==> config.mk <==
export PLATFORM = sky130hd
export DESIGN_NAME = pattern_scan_ctrl_flat
export DESIGN_NICKNAME = d
export VERILOG_FILES = /design/src/rtl/pattern_scan_ctrl_if.sv /design/src/rtl/pattern_scan_ctrl.sv /design/src/flat_wrapper.sv
export SDC_FILE = /design/constraint.sdc
export NUM_CORES = 1
export LEC_CHECK = 0
export ABC_AREA = 1
export BUFFER_PORTS_ARGS = -buffer_cell sky130_fd_sc_hd__buf_4
export CAP_MARGIN = 20
export CORE_MARGIN = 2
export CORE_UTILIZATION = 50
export CTS_CLUSTER_SIZE = 8
export DETAILED_ROUTE_END_ITERATION = 10
export PLACE_DENSITY_LB_ADDON = 0.25
export SLEW_MARGIN = 15
export SYNTH_ARGS = -nofsm -noshare
export SYNTH_HDL_FRONTEND = slang
export SYNTH_SLANG_ARGS = --single-unit
export TNS_END_PERCENT = 30
==> constraint.sdc <==
create_clock -name clk -period 3.7 [get_ports clk]
set_input_delay 0.185 -clock clk [delete_from_list [all_inputs] [get_ports clk]]
set_output_delay 0.185 -clock clk [all_outputs]
set_load 0.03 [all_outputs]
==> src/rtl/pattern_scan_ctrl_if.sv <==
// Byte stream feeding the pattern scanner: valid/ready handshake plus an
// end-of-frame marker on the final byte.
interface pattern_scan_ctrl_if;
   logic       in_valid;
   logic       in_ready;
   logic [7:0] in_data;
   logic       in_last;

   modport master (output in_valid, output in_data, output in_last, input in_ready);
   modport slave  (input in_valid, input in_data, input in_last, output in_ready);
endinterface

==> src/rtl/pattern_scan_ctrl.sv <==
// Runtime-configurable serial pattern scanner: bytes are shifted MSB-first into
// a history register, compared against a programmable pattern, and counted per frame.
module pattern_scan_ctrl #(
   parameter int PAT_W = 8,
   parameter int LEN_W = 4,
   parameter int CNT_W = 8
) (
   input  logic                   clk,
   input  logic                   rst_n,
   input  logic                   cfg_we,
   input  logic [PAT_W-1:0]       cfg_pattern,
   input  logic [LEN_W-1:0]       cfg_len,
   input  logic                   cfg_overlap,
   pattern_scan_ctrl_if.slave     stream,
   output logic                   busy,
   output logic                   hit,
   output logic                   done,
   output logic [CNT_W-1:0]       result_cnt
);

   typedef enum logic [1:0] {IDLE, SHIFT, REPORT} state_t;

   localparam logic [LEN_W-1:0] PAT_LEN = LEN_W'(PAT_W);
   localparam logic [CNT_W-1:0] CNT_MAX = '1;

   state_t             state, state_nxt;
   logic [7:0]         byte_q;
   logic               last_q;
   logic [2:0]         bit_idx;
   logic [PAT_W-1:0]   hist;
   logic [LEN_W-1:0]   fill;
   logic [CNT_W-1:0]   hit_cnt;
   logic [PAT_W-1:0]   pat_q;
   logic [LEN_W-1:0]   len_q;
   logic               ovl_q;
   logic               hit_q;
   logic [CNT_W-1:0]   result_q;

   logic               take;
   logic               cfg_take;
   logic [LEN_W-1:0]   len_clamp;
   logic [PAT_W-1:0]   hist_nxt;
   logic [LEN_W-1:0]   fill_inc;
   logic [PAT_W-1:0]   len_mask;
   logic               match;
   logic [CNT_W-1:0]   cnt_nxt;

   // NOTE: in_ready depends only on registered state, so the handshake below
   // never feeds back into its own readiness and no combinational loop forms.
   assign stream.in_ready = (state == IDLE) ||
                            ((state == SHIFT) && (bit_idx == 3'd0) && !last_q);
   assign take      = stream.in_valid && stream.in_ready;
   assign cfg_take  = cfg_we && (state == IDLE);
   assign len_clamp = (cfg_len > PAT_LEN) ? PAT_LEN : cfg_len;

   assign hist_nxt  = {hist[PAT_W-2:0], byte_q[bit_idx]};
   assign fill_inc  = (fill == PAT_LEN) ? fill : fill + 1'b1;

   always_comb begin
      len_mask = '0;
      for (int i = 0; i < PAT_W; i++) begin
         len_mask[i] = (LEN_W'(i) < len_q);
      end
   end

   assign match = (state == SHIFT) && (len_q != '0) && (fill_inc >= len_q) &&
                  (((hist_nxt ^ pat_q) & len_mask) == '0);

   always_comb begin
      cnt_nxt = hit_cnt;
      if (match && (hit_cnt != CNT_MAX)) begin
         cnt_nxt = hit_cnt + 1'b1;
      end
   end

   // NOTE: the reset branch sits inside the clocked block, making it
   // synchronous; sequential state is always assigned with <=.
   always_ff @(posedge clk) begin
      if (!rst_n) begin
         state <= IDLE;
      end else begin
         state <= state_nxt;
      end
   end

   always_comb begin
      state_nxt = state;
      busy      = (state != IDLE);
      done      = 1'b0;
      case (state)
         IDLE: begin
            if (take) begin
               state_nxt = SHIFT;
            end
         end
         SHIFT: begin
            if ((bit_idx == 3'd0) && !take) begin
               state_nxt = last_q ? REPORT : IDLE;
            end
         end
         REPORT: begin
            done      = 1'b1;
            state_nxt = IDLE;
         end
         default: state_nxt = IDLE;
      endcase
   end

   always_ff @(posedge clk) begin
      if (!rst_n) begin
         byte_q   <= '0;
         last_q   <= 1'b0;
         bit_idx  <= '0;
         hist     <= '0;
         fill     <= '0;
         hit_cnt  <= '0;
         pat_q    <= '0;
         len_q    <= '0;
         ovl_q    <= 1'b0;
         hit_q    <= 1'b0;
         result_q <= '0;
      end else begin
         hit_q <= match;

         if (cfg_take) begin
            pat_q <= cfg_pattern;
            len_q <= len_clamp;
            ovl_q <= cfg_overlap;
         end

         if (take) begin
            byte_q  <= stream.in_data;
            last_q  <= stream.in_last;
            bit_idx <= 3'd7;
         end else if (state == SHIFT) begin
            bit_idx <= bit_idx - 1'b1;
         end

         if (state == SHIFT) begin
            hist    <= hist_nxt;
            fill    <= (match && !ovl_q) ? '0 : fill_inc;
            hit_cnt <= cnt_nxt;
            // Final bit of the frame: publish the count including this bit's match.
            if ((bit_idx == 3'd0) && last_q) begin
               result_q <= cnt_nxt;
            end
         end else if (state == REPORT) begin
            hist    <= '0;
            fill    <= '0;
            hit_cnt <= '0;
         end
      end
   end

   assign hit        = hit_q;
   assign result_cnt = result_q;

endmodule

==> src/flat_wrapper.sv <==
// flat-port wrapper written by rule: the top's interface ports become plain ports
module pattern_scan_ctrl_flat 
#(
   parameter int PAT_W = 8,
   parameter int LEN_W = 4,
   parameter int CNT_W = 8
)
  (clk, rst_n, cfg_we, cfg_pattern, cfg_len, cfg_overlap, busy, hit, done, result_cnt, stream_in_valid, stream_in_data, stream_in_last, stream_in_ready);
  pattern_scan_ctrl_if stream_i ();
  input  logic clk;
  input  logic rst_n;
  input  logic cfg_we;
  input  logic [PAT_W-1:0] cfg_pattern;
  input  logic [LEN_W-1:0] cfg_len;
  input  logic cfg_overlap;
  output logic busy;
  output logic hit;
  output logic done;
  output logic [CNT_W-1:0] result_cnt;
  input wire logic [$bits(stream_i.in_valid)-1:0] stream_in_valid;
  input wire logic [$bits(stream_i.in_data)-1:0] stream_in_data;
  input wire logic [$bits(stream_i.in_last)-1:0] stream_in_last;
  output wire logic [$bits(stream_i.in_ready)-1:0] stream_in_ready;
  assign stream_i.in_valid = stream_in_valid;
  assign stream_i.in_data = stream_in_data;
  assign stream_i.in_last = stream_in_last;
  assign stream_in_ready = stream_i.in_ready;
  pattern_scan_ctrl #(.PAT_W(PAT_W), .LEN_W(LEN_W), .CNT_W(CNT_W)) u_core (.clk(clk), .rst_n(rst_n), .cfg_we(cfg_we), .cfg_pattern(cfg_pattern), .cfg_len(cfg_len), .cfg_overlap(cfg_overlap), .stream(stream_i), .busy(busy), .hit(hit), .done(done), .result_cnt(result_cnt));
endmodule
==> flow_metrics.env <==
export IMPL_synth_edf_count=0
export IMPL_max_stage_delay_ns=0.42
export IMPL_io_buffers=37
export IMPL_detailedPlace_worstSlack_ns=1.29
export IMPL_required_ns=3.91
export IMPL_path_buf_inv=4
export IMPL_vias=2572
export IMPL_clock_path_buffers=2
export IMPL_slew_headroom=0.484
export IMPL_dieWidth_um=79.3
export IMPL_cp_top_family="simple AND/OR/NAND/NOR gates"
export IMPL_fmax_ghz=0.413
export IMPL_cts_hold_buffers=0
export IMPL_clock_root_buffer="clkbuf_8"
export IMPL_drive_above_1_share=0.134
export IMPL_routedWlPerCell_um=10.9
export IMPL_reg2reg_depth=16
export IMPL_fill_cells=555
export IMPL_yosysSeqAreaShare=0.389
export IMPL_nets=485
export IMPL_areaGrowthSynthToFinish_pct=14.8
export IMPL_drc=0
export IMPL_seq_area_um2=1100
export IMPL_finalPower_mw=1.89
export IMPL_crit_path_cell_trace="inv_1 > ha_1 > nand3_1 > xor2_1 > inv_1 > ha_1 > inv_1 > a21oi_1 > o21ai_0 > nor2_1 > nor2_4 > nand3_2 > nand2_1 > nand2_1 > o21ai_0 > inv_1"
export IMPL_ys_ff_latch=55
export IMPL_syn_nets=454
export IMPL_rows=27
export IMPL_peakVddDrop_uv=337
export IMPL_core_um2=5470
export IMPL_cts_buffers=5
export IMPL_critPathLaunch="u_core.fill[0]"
export IMPL_min_period_over_period=0.654
export IMPL_path_class="reg2reg"
export IMPL_slew_viol_final=0
export IMPL_drt_iter0_markers=105
export IMPL_n_antenna_cell=0
export IMPL_cts_sinks=55
export IMPL_finalWirelength_mm=5.65
export IMPL_timing_rr_start="u_core.fill[0]"
export IMPL_first_global_vias=2374
export IMPL_postSynthAreaPerCell_um2=6.81
export IMPL_fin_crit_ns=2.42
export IMPL_crit_cells=16
export IMPL_cp_common_cell="inv_1"
export IMPL_fin_skew_ns=0.00731
export IMPL_worst_slew_pin_slew_ns=0.771
export IMPL_synth_top_area_share=0.389
export IMPL_grt_max_degree=37
export IMPL_die_height_um=79.3
export IMPL_cts_resized=0
export IMPL_endpoint="u_core.result_cnt[5]"
export IMPL_status="completed"
export IMPL_crit_path_top_delay_cell="dfxtp_1"
export IMPL_antenna_found_initial=0
export IMPL_tns_ns=0
export IMPL_r2r_slack_ns=1.28
export IMPL_ys_warn_count=0
export IMPL_arrival_ns=2.63
export IMPL_multi_input_area_um2=1460
export IMPL_cts_max_level=2
export IMPL_grt_total_usage=0.193
export IMPL_clock_latency_ns=0.30
export IMPL_final_util=0.594
export IMPL_yosys_area_top_type="dfxtp_1"
export IMPL_path_max_fanout=11
export IMPL_end_kind="flop"
export IMPL_hold_ws_ns=0.115
export IMPL_drtPass1Iterations=4
export IMPL_crit_reg2reg_capture="u_core.result_cnt[5]"
export IMPL_cap_violations=0
export IMPL_finalHoldViolations=0
export IMPL_rsz0062_at_grt="false"
export IMPL_setup_violations=0
export IMPL_avgViaCountPerCell=4.96
export IMPL_synthTopCellsByArea="dfxtp_1, nand2_1, nor2_1"
export IMPL_grt_pass1_wl_mm=9.83
export IMPL_synthFlopType="dfxtp_1"
export IMPL_fin_ws_ns=1.28
export IMPL_start_kind="flop"
export IMPL_synthDistinctLibCells=29
export IMPL_dieArea_um2=6280
export IMPL_clk_pin_slew_ns=0.09
export IMPL_synthArstFlopShare=0
export IMPL_power_density_nw_per_um2=580
export IMPL_syn_area_um2=2830
export IMPL_dp_hpwl_mm=4.12
export IMPL_leakage_nw=1.47
export IMPL_postCtsSetupRepairBufs=0
export IMPL_holdCritPathClass="in2reg"
export IMPL_cts_tree="built"
export IMPL_overflow=0
export IMPL_gp_congestion=0.827
export IMPL_synthCells=416
export IMPL_initial_core_util=0.518
export IMPL_drtAntennaViolNets=0
export IMPL_ios=38
## final cells by class
class,instances,share of cell area
clock buffer,6,0.0223
clock inverter,1,0.00923
inverter,52,0.0600
multi-input combinational,295,0.448
sequential,55,0.338
tap,72,0.0277
timing repair buffer,38,0.0938
## per-stage QoR
step,cell area (um^2),std cells
finish,3250,519
detailed placement,3120,511
floorplan,2830,416
global placement,3120,511
global route,3250,519
CTS,3230,518
## layout by cell type (no fill, tap or decap), types with 2 or more instances in the layout
| master | count |
|---|---|
| inv_2 | 4 |
| clkbuf_8 | 5 |
| nand2_2 | 4 |
| o21ai_0 | 25 |
| dfxtp_1 | 55 |
| a21oi_1 | 34 |
| nand3_2 | 3 |
| nand3_1 | 22 |
| a211oi_1 | 2 |
| xnor2_1 | 2 |
| nand2_1 | 106 |
| nor2_2 | 3 |
| inv_1 | 46 |
| or2_1 | 2 |
| xor2_1 | 6 |
| clkinv_1 | 2 |
| o21ai_1 | 4 |
| nor2_1 | 54 |
| buf_4 | 37 |
| a22oi_1 | 3 |
| nand4_1 | 8 |
| ha_1 | 12 |
## synth_stat cells, types with 4 or more instances
| master | count |
|---|---|
| inv_1 | 46 |
| o21ai_1 | 4 |
| clkbuf_1 | 7 |
| ha_1 | 12 |
| nand4_1 | 8 |
| nand3_1 | 22 |
| xor2_1 | 6 |
| nor2_1 | 54 |
| inv_2 | 4 |
| dfxtp_1 | 55 |
| a21oi_1 | 34 |
| o21ai_0 | 25 |
| nand2_1 | 106 |
| nand2_2 | 4 |
## routing by layer
| metal | vias to the layer above | wire, um | GRT usage |
|---|---|---|---|
| met5 | - | 0 | 0 |
| met4 | 0 | 25 | 0.0569 |
| met3 | 2 | 183 | 0.0375 |
| met2 | 38 | 2690 | 0.336 |
| met1 | 1147 | 2740 | 0.241 |
| li1 | 1385 | - | - |
## worst min-delay path by stage
stage                            startpoint          endpoint  slack (ns)  cells after the start
final                            cfg_len[2]   u_core.len_q[2]        0.12                      3
after global routing      stream_in_data[0]  u_core.byte_q[0]        0.13                      3
after CTS                        cfg_len[2]   u_core.len_q[2]        0.11                      3
after detailed placement         cfg_len[0]   u_core.len_q[0]        0.43                      3
after global placement           cfg_len[1]   u_core.len_q[1]        0.42                      3
after floorplan                  cfg_len[0]   u_core.len_q[0]        0.33                      2
## report_power, final
part           internal, mW  leakage, nW  switching [mW]  total (mW)
Clock                 0.199       0.0513           0.184       0.382
Combinational         0.245        0.974           0.496       0.741
Sequential            0.690        0.449          0.0736       0.764
Total                  1.13         1.47           0.754        1.89
## cell families after synthesis
kind of cell | synth area share
compound gates | 0.130
xor+xnor | 0.0247
fa+ha+maj | 0.0530
buf+inv | 0.0963
flops | 0.389
simple gates | 0.307
## worst reg2reg max path, cell delays in order, from the launching register on
cell     delay, ns
dfxtp_1       0.42
inv_1         0.06
ha_1          0.20
nand3_1       0.09
xor2_1        0.19
inv_1         0.07
ha_1          0.17
inv_1         0.05
a21oi_1       0.06
o21ai_0       0.14
nor2_1        0.08
nor2_4        0.24
nand3_2       0.20
nand2_1       0.10
nand2_1       0.06
o21ai_0       0.15
inv_1         0.05
## state kept, by name, indices dropped and copies added (netlist names)
name and cells:
u_core.fill 4, u_core.hist 7, u_core.state 2, u_core.len_q 4, u_core.ovl_q 1, u_core.last_q 1
u_core.byte_q 8, u_core.pat_q 8, u_core.hit_cnt 8, u_core.hit 1, u_core.bit_idx 3, u_core.result_cnt 8
(Power assumes the default switching activity.)
